### src/rtl/fpu_pkg.sv
// Shared FP16 definitions: class codes, field widths and the result-queue entry format.
// Imported by the classifier and by the result queue.
package fpu_pkg;

    localparam int EXP_W = 5;
    localparam int MAN_W = 10;
    localparam logic [EXP_W-1:0] EXP_ALL_ONES = 5'h1F;
    localparam logic [15:0] QNAN_VAL = 16'h7E00;

    typedef logic [2:0] fp_cls_t;

    localparam fp_cls_t FP_CLS_ZERO = 3'd0;
    localparam fp_cls_t FP_CLS_SUB  = 3'd1;
    localparam fp_cls_t FP_CLS_NORM = 3'd2;
    localparam fp_cls_t FP_CLS_INF  = 3'd3;
    localparam fp_cls_t FP_CLS_QNAN = 3'd4;
    localparam fp_cls_t FP_CLS_SNAN = 3'd5;

    typedef struct packed {
        fp_cls_t     cls;
        logic [15:0] value;
    } fpu_entry_t;

    // One-hot-ish sticky flag contribution {nan, inf, sub, zero}; normal sets nothing.
    function automatic logic [3:0] cls_to_flags(input fp_cls_t cls);
        logic [3:0] f;
        f = 4'b0000;
        case (cls)
            FP_CLS_ZERO: f = 4'b0001;
            FP_CLS_SUB:  f = 4'b0010;
            FP_CLS_INF:  f = 4'b0100;
            FP_CLS_QNAN,
            FP_CLS_SNAN: f = 4'b1000;
            default:     f = 4'b0000;
        endcase
        return f;
    endfunction

endpackage

### src/rtl/fpu_result_queue_if.sv
// Producer/host side of the FP16 result queue: multiplier push strobe, host pop/clear
// and the read-back/status signals. master = host + multiplier, slave = queue.
interface fpu_result_queue_if #(
    parameter int DEPTH = 4
);
    localparam int ADDR_W = (DEPTH > 1) ? $clog2(DEPTH) : 1;

    logic              in_valid;
    logic [15:0]       in_result;
    logic              pop;
    logic              clear;
    logic              rd_valid;
    logic [15:0]       rd_data;
    logic [2:0]        rd_class;
    logic [ADDR_W:0]   count;
    logic              full;
    logic              overrun;
    logic              underrun;
    logic [3:0]        flags;

    modport master (
        output in_valid, in_result, pop, clear,
        input  rd_valid, rd_data, rd_class, count, full, overrun, underrun, flags
    );

    modport slave (
        input  in_valid, in_result, pop, clear,
        output rd_valid, rd_data, rd_class, count, full, overrun, underrun, flags
    );

endinterface

### src/rtl/fpu_classify.sv
// Combinational FP16 classifier; sign is ignored. Shared by the multiplier result
// queue and later adder/converter stages.
module fpu_classify
    import fpu_pkg::*;
(
    input  logic [15:0] value_i,
    output fp_cls_t     cls_o
);

    logic [EXP_W-1:0] exp_f;
    logic [MAN_W-1:0] man_f;
    logic             unused_sign;

    assign exp_f       = value_i[14:10];
    assign man_f       = value_i[9:0];
    assign unused_sign = value_i[15];

    always_comb begin
        cls_o = FP_CLS_NORM;
        if (exp_f == '0) begin
            cls_o = (man_f == '0) ? FP_CLS_ZERO : FP_CLS_SUB;
        end else if (exp_f == EXP_ALL_ONES) begin
            if (man_f == '0) begin
                cls_o = FP_CLS_INF;
            end else if (man_f[MAN_W-1]) begin
                cls_o = FP_CLS_QNAN;
            end else begin
                cls_o = FP_CLS_SNAN;
            end
        end
    end

endmodule

### src/rtl/fpu_result_queue.sv
// FIFO that buffers classified FP16 multiplier results for the host, with sticky
// overrun/underrun and optional class flags (enable with FPU_RESQ_CLASS_FLAGS_EN).
module fpu_result_queue
    import fpu_pkg::*;
#(
    parameter int DEPTH = 4
) (
    input  logic                 clk,
    input  logic                 rst_n,
    fpu_result_queue_if.slave    q
);

    localparam int ADDR_W = (DEPTH > 1) ? $clog2(DEPTH) : 1;

    typedef logic [ADDR_W-1:0] ptr_t;
    typedef logic [ADDR_W:0]   cnt_t;

    localparam cnt_t DEPTH_C = cnt_t'(DEPTH);

    fpu_entry_t mem_q [DEPTH];
    fpu_entry_t head;

    ptr_t    rd_ptr_q, rd_ptr_d;
    ptr_t    wr_ptr_q, wr_ptr_d;
    cnt_t    count_q, count_d;
    logic    overrun_q, overrun_d;
    logic    underrun_q, underrun_d;
    fp_cls_t in_cls;
    logic    empty, is_full;
    logic    push_ok, pop_ok;

    fpu_classify u_classify (
        .value_i (q.in_result),
        .cls_o   (in_cls)
    );

    assign empty   = (count_q == '0);
    assign is_full = (count_q == DEPTH_C);
    assign pop_ok  = q.pop && !empty;
    // A full queue still accepts a push when the head leaves in the same cycle.
    assign push_ok = q.in_valid && (!is_full || pop_ok);

    always_comb begin
        rd_ptr_d   = rd_ptr_q;
        wr_ptr_d   = wr_ptr_q;
        count_d    = count_q;
        overrun_d  = overrun_q;
        underrun_d = underrun_q;
        if (q.clear) begin
            rd_ptr_d   = '0;
            wr_ptr_d   = '0;
            count_d    = '0;
            overrun_d  = 1'b0;
            underrun_d = 1'b0;
        end else begin
            if (push_ok) begin
                wr_ptr_d = wr_ptr_q + ptr_t'(1);
            end
            if (pop_ok) begin
                rd_ptr_d = rd_ptr_q + ptr_t'(1);
            end
            case ({push_ok, pop_ok})
                2'b10:   count_d = count_q + cnt_t'(1);
                2'b01:   count_d = count_q - cnt_t'(1);
                default: count_d = count_q;
            endcase
            if (q.in_valid && !push_ok) begin
                overrun_d = 1'b1;
            end
            if (q.pop && empty) begin
                underrun_d = 1'b1;
            end
        end
    end

    always_ff @(posedge clk or negedge rst_n) begin
        if (!rst_n) begin
            rd_ptr_q   <= '0;
            wr_ptr_q   <= '0;
            count_q    <= '0;
            overrun_q  <= 1'b0;
            underrun_q <= 1'b0;
        end else begin
            rd_ptr_q   <= rd_ptr_d;
            wr_ptr_q   <= wr_ptr_d;
            count_q    <= count_d;
            overrun_q  <= overrun_d;
            underrun_q <= underrun_d;
        end
    end

    // Storage is not reset; the outputs are masked by count while empty.
    always_ff @(posedge clk) begin
        if (push_ok && !q.clear) begin
            mem_q[wr_ptr_q] <= '{cls: in_cls, value: q.in_result};
        end
    end

    assign head = mem_q[rd_ptr_q];

    assign q.rd_valid = !empty;
    assign q.rd_data  = empty ? 16'h0000 : head.value;
    assign q.rd_class = empty ? FP_CLS_ZERO : head.cls;
    assign q.count    = count_q;
    assign q.full     = is_full;
    assign q.overrun  = overrun_q;
    assign q.underrun = underrun_q;

`ifdef FPU_RESQ_CLASS_FLAGS_EN
    logic [3:0] flags_q, flags_d;

    always_comb begin
        flags_d = flags_q;
        if (q.clear) begin
            flags_d = 4'b0000;
        end else if (push_ok) begin
            flags_d = flags_q | cls_to_flags(in_cls);
        end
    end

    always_ff @(posedge clk or negedge rst_n) begin
        if (!rst_n) begin
            flags_q <= 4'b0000;
        end else begin
            flags_q <= flags_d;
        end
    end

    assign q.flags = flags_q;
`else
    assign q.flags = 4'b0000;
`endif

endmodule

### src/flat_wrapper.sv
// flat-port wrapper written by rule: the top's interface ports become plain ports
module fpu_result_queue_flat import fpu_pkg::*;
#(
    parameter int DEPTH = 4
)
  (clk, rst_n, q_in_valid, q_in_result, q_pop, q_clear, q_rd_valid, q_rd_data, q_rd_class, q_count, q_full, q_overrun, q_underrun, q_flags);
  fpu_result_queue_if #(.DEPTH(DEPTH)) q_i ();
  input  logic clk;
  input  logic rst_n;
  input wire logic [$bits(q_i.in_valid)-1:0] q_in_valid;
  input wire logic [$bits(q_i.in_result)-1:0] q_in_result;
  input wire logic [$bits(q_i.pop)-1:0] q_pop;
  input wire logic [$bits(q_i.clear)-1:0] q_clear;
  output wire logic [$bits(q_i.rd_valid)-1:0] q_rd_valid;
  output wire logic [$bits(q_i.rd_data)-1:0] q_rd_data;
  output wire logic [$bits(q_i.rd_class)-1:0] q_rd_class;
  output wire logic [$bits(q_i.count)-1:0] q_count;
  output wire logic [$bits(q_i.full)-1:0] q_full;
  output wire logic [$bits(q_i.overrun)-1:0] q_overrun;
  output wire logic [$bits(q_i.underrun)-1:0] q_underrun;
  output wire logic [$bits(q_i.flags)-1:0] q_flags;
  assign q_i.in_valid = q_in_valid;
  assign q_i.in_result = q_in_result;
  assign q_i.pop = q_pop;
  assign q_i.clear = q_clear;
  assign q_rd_valid = q_i.rd_valid;
  assign q_rd_data = q_i.rd_data;
  assign q_rd_class = q_i.rd_class;
  assign q_count = q_i.count;
  assign q_full = q_i.full;
  assign q_overrun = q_i.overrun;
  assign q_underrun = q_i.underrun;
  assign q_flags = q_i.flags;
  fpu_result_queue #(.DEPTH(DEPTH)) u_core (.clk(clk), .rst_n(rst_n), .q(q_i));
endmodule
### config.mk
export PLATFORM = sky130hd
export DESIGN_NAME = fpu_result_queue_flat
export DESIGN_NICKNAME = d
export VERILOG_FILES = /design/src/rtl/fpu_pkg.sv /design/src/rtl/fpu_result_queue_if.sv /design/src/rtl/fpu_classify.sv /design/src/rtl/fpu_result_queue.sv /design/src/flat_wrapper.sv
export SDC_FILE = /design/constraint.sdc
export NUM_CORES = 1
export LEC_CHECK = 0
export CORE_ASPECT_RATIO = 1.5
export CORE_MARGIN = 2
export CORE_UTILIZATION = 49
export DETAILED_ROUTE_END_ITERATION = 16
export PLACE_DENSITY_LB_ADDON = 0.15
export SKIP_CTS_REPAIR_TIMING = 1
export SYNTH_ARGS = -nofsm -noshare
export SYNTH_HDL_FRONTEND = slang
export SYNTH_HIERARCHICAL = 1
export SYNTH_SLANG_ARGS = --single-unit
### constraint.sdc
create_clock -name clk -period 2.64 [get_ports clk]
set_clock_uncertainty 0.1 [all_clocks]
set_input_delay 0.528 -clock clk [delete_from_list [all_inputs] [get_ports clk]]
set_output_delay 0.528 -clock clk [all_outputs]
set_load 0.005 [all_outputs]
==> results.yml <==
flow_run:
  timing.max_cap.violations: 0
global_route:
  grt_pass1_wl_mm: 10.43
  gr-total-overflow: 0
  grt_max_degree: 22
  grt_use_total: 0.1817
  antenna_found_initial: 0
  grt_pass1_vias: 2011
cts:
  cts_root_buf: "clkbuf_8"
  clkLatencyLatePin_ps: 350
  numCtsBuffers: 9
  cts_tree: "built"
  cts_htree_levels: 3
  cts.reportedPaths.clkPinSlew_ps: 80
  clockBufferDepth: 2
  cts.sinks: 85
outcome:
  status: "finished clean"
synthesis:
  synth_edf_count: 76
  yosys.area.top_type: "edfxtp_1"
  async_flop_share: 0.1059
  ys.flop_type: "edfxtp_1"
  synth_top_area_frac: 0.6287
  synth_area_mm2: 0.003630
  syn_area_per_cell_um2: 17.62
  ys_seq_area_frac: 0.6908
  synthTopCellsByArea: "edfxtp_1 (63%), mux4_2 (12%), dfrtp_1 (6.2%)"
  yosys.cell_count.top_type: "edfxtp_1"
  ys_top_cells_by_count: "edfxtp_1 (76), nor2b_1 (21), mux4_2 (19)"
  synth.distinct_cells: 41
  yosysWarnings: 6
  synth-seq-cells: 85
  synthesis.instances: 206
drt:
  drt_wl_total_mm: 6.757
  ant_nets: 0
  drt-wirelength-per-cell_um: 18.16
  vias: 2018
  drc_errors: 0
  post_drt_via_cell_ratio: 5.425
  dr.pass1.iters: 4
  first_iter_violations: 89
die:
  die_area_mm2: 0.008126
  pin_count: 51
  core_area_mm2: 0.007227
  dieWidth_um: 74.28
  initial_core_util: 0.5023
  die_y_um: 109.4
  core.rowCount: 38
power_and_ir_drop:
  leakage_nw: 1.828
  ir_drop_uv: 451.9
  powerDensity_mw_per_mm2: 641.2
  fin_total_pwr_mw: 2.955
placement:
  dp_hpwl_mm: 4.387
  dp.cells: 356
  numPortBuffers: 46
  gp_congestion: 0.7999
critical_path:
  worst_setup_path_start_kind: "flip-flop"
  endpoint_kind: "output pin"
  crit_fanout: 11
  critPathArrivalTime_ps: 1950
  crit_type: "reg2out"
  required_ps: 2010
min_path:
  min_path_type: "in2async"
layout:
  drive_above_1_share: 0.2316
  ff_latch_area_mm2: 0.002509
  syn2layout_area_growth_pct: 26.96
  multi_input_area_mm2: 0.001049
  fin_cells: 372
  final.fill_count: 564
  antennaDiodeCount: 0
  layout.nets: 294
sta:
  period_share: 0.9771
  tns_ps: 0
  rsz0062_at_grt: "false"
  finalHoldViolCount: 0
  worstMarginPinSlew_ps: 492.3
  relSlewSlack: 0.6696
  final_max_slew_viol_count: 0
  fmaxAchievable_mhz: 387.7
  period_needed_ps: 2580
  setup_viol: 0
per-stage QoR:
step           hold slack (ps)  instance area, um2  setup slack (ps)  utilization
6_report                 380.5                4608             60.43       0.6376
5_1_grt                  422.4                4608             3.189       0.6376
4_1_cts                  386.1                4524            -107.0       0.6260
3_5_place_dp             390.7                4335             182.4       0.5999
3_3_place_gp             379.6                4335             218.0       0.5999
2_1_floorplan            132.4                3641            -353.9            -
registers in the layout, indices dropped and copies added (netlist names):
register           count
u_core/rd_ptr_q        2
u_core/q.underrun      1
u_core/mem_q          76
u_core/wr_ptr_q        2
u_core/q.count         3
u_core/q.overrun       1
report_power, final:
group          leakage, nW  internal (mW)  switching, mW  total (mW)
sequential           0.819           1.51         0.0364        1.55
clock               0.0850          0.430          0.442       0.871
combinational        0.924          0.310          0.224       0.534
total                 1.83           2.25          0.702        2.95
cells in the final DEF (no fill, tap or decap), types with 4 or more instances in the layout:
| master | instances |
|---|---|
| buf_12 | 4 |
| dfrtp_1 | 8 |
| nand2b_1 | 4 |
| mux4_2 | 19 |
| nor2b_1 | 21 |
| ha_1 | 4 |
| nor2_1 | 10 |
| edfxtp_1 | 76 |
| clkdlybuf4s50_1 | 27 |
| buf_4 | 12 |
| inv_1 | 6 |
| clkbuf_8 | 9 |
| nor3b_2 | 4 |
| dlymetal6s2s_1 | 19 |
| conb_1 | 4 |
worst paths after layout:
kind	cells after the start	slack [ps]	from	endpoint
min reg2reg	2	410	u_core/q.underrun$_DFFE_PN0P_	u_core/q.underrun$_DFFE_PN0P_
min in group clk	2	410	u_core/q.underrun$_DFFE_PN0P_	u_core/q.underrun$_DFFE_PN0P_
max in group asynchronous	1	1730	rst_n	u_core/rd_ptr_q[0]$_DFFE_PN0P_
min	1	380	rst_n	u_core/q.count[2]$_DFFE_PN0P_
max	3	60	u_core/q.count[2]$_DFFE_PN0P_	q_full
max reg2reg	5	430	u_core/q.count[2]$_DFFE_PN0P_	u_core/q.count[2]$_DFFE_PN0P_
critical path, cell delays in order, from the launching register on:
cell and delay (ps):
dfrtp_1 610, or3b_4 450, inv_1 60, clkdlybuf4s50_1 480
routing by layer:
| metal | part of all wire | track usage | vias up | wire length [um] |
|---|---|---|---|---|
| li1 | - | - | 911 | - |
| met1 | 0.40 | 0.2277 | 1046 | 2699 |
| met2 | 0.54 | 0.3055 | 51 | 3632 |
| met3 | 0.044 | 0.02841 | 10 | 297 |
| met4 | 0.019 | 0.08929 | 0 | 127 |
| met5 | 0 | 0 | - | 0 |
cell type report:
class | count | share of cell area
clock buffer | 9 | 0.02688
clock inverter | 6 | 0.01412
inverter | 6 | 0.004887
multi-input combinational | 102 | 0.2275
sequential | 85 | 0.5444
tap | 100 | 0.02715
timing repair buffer | 64 | 0.1550
cell families after synthesis:
kind of cell | count (synthesis) | synth area share
other cells | 1 | 0.001033
xor+xnor | 4 | 0.009654
fa+ha+maj | 5 | 0.01930
buf+inv | 22 | 0.03205
flops | 85 | 0.6908
mux | 22 | 0.1279
simple gates | 53 | 0.09100
compound gates | 14 | 0.02827
Note: power is estimated with default switching activity, not from simulation.
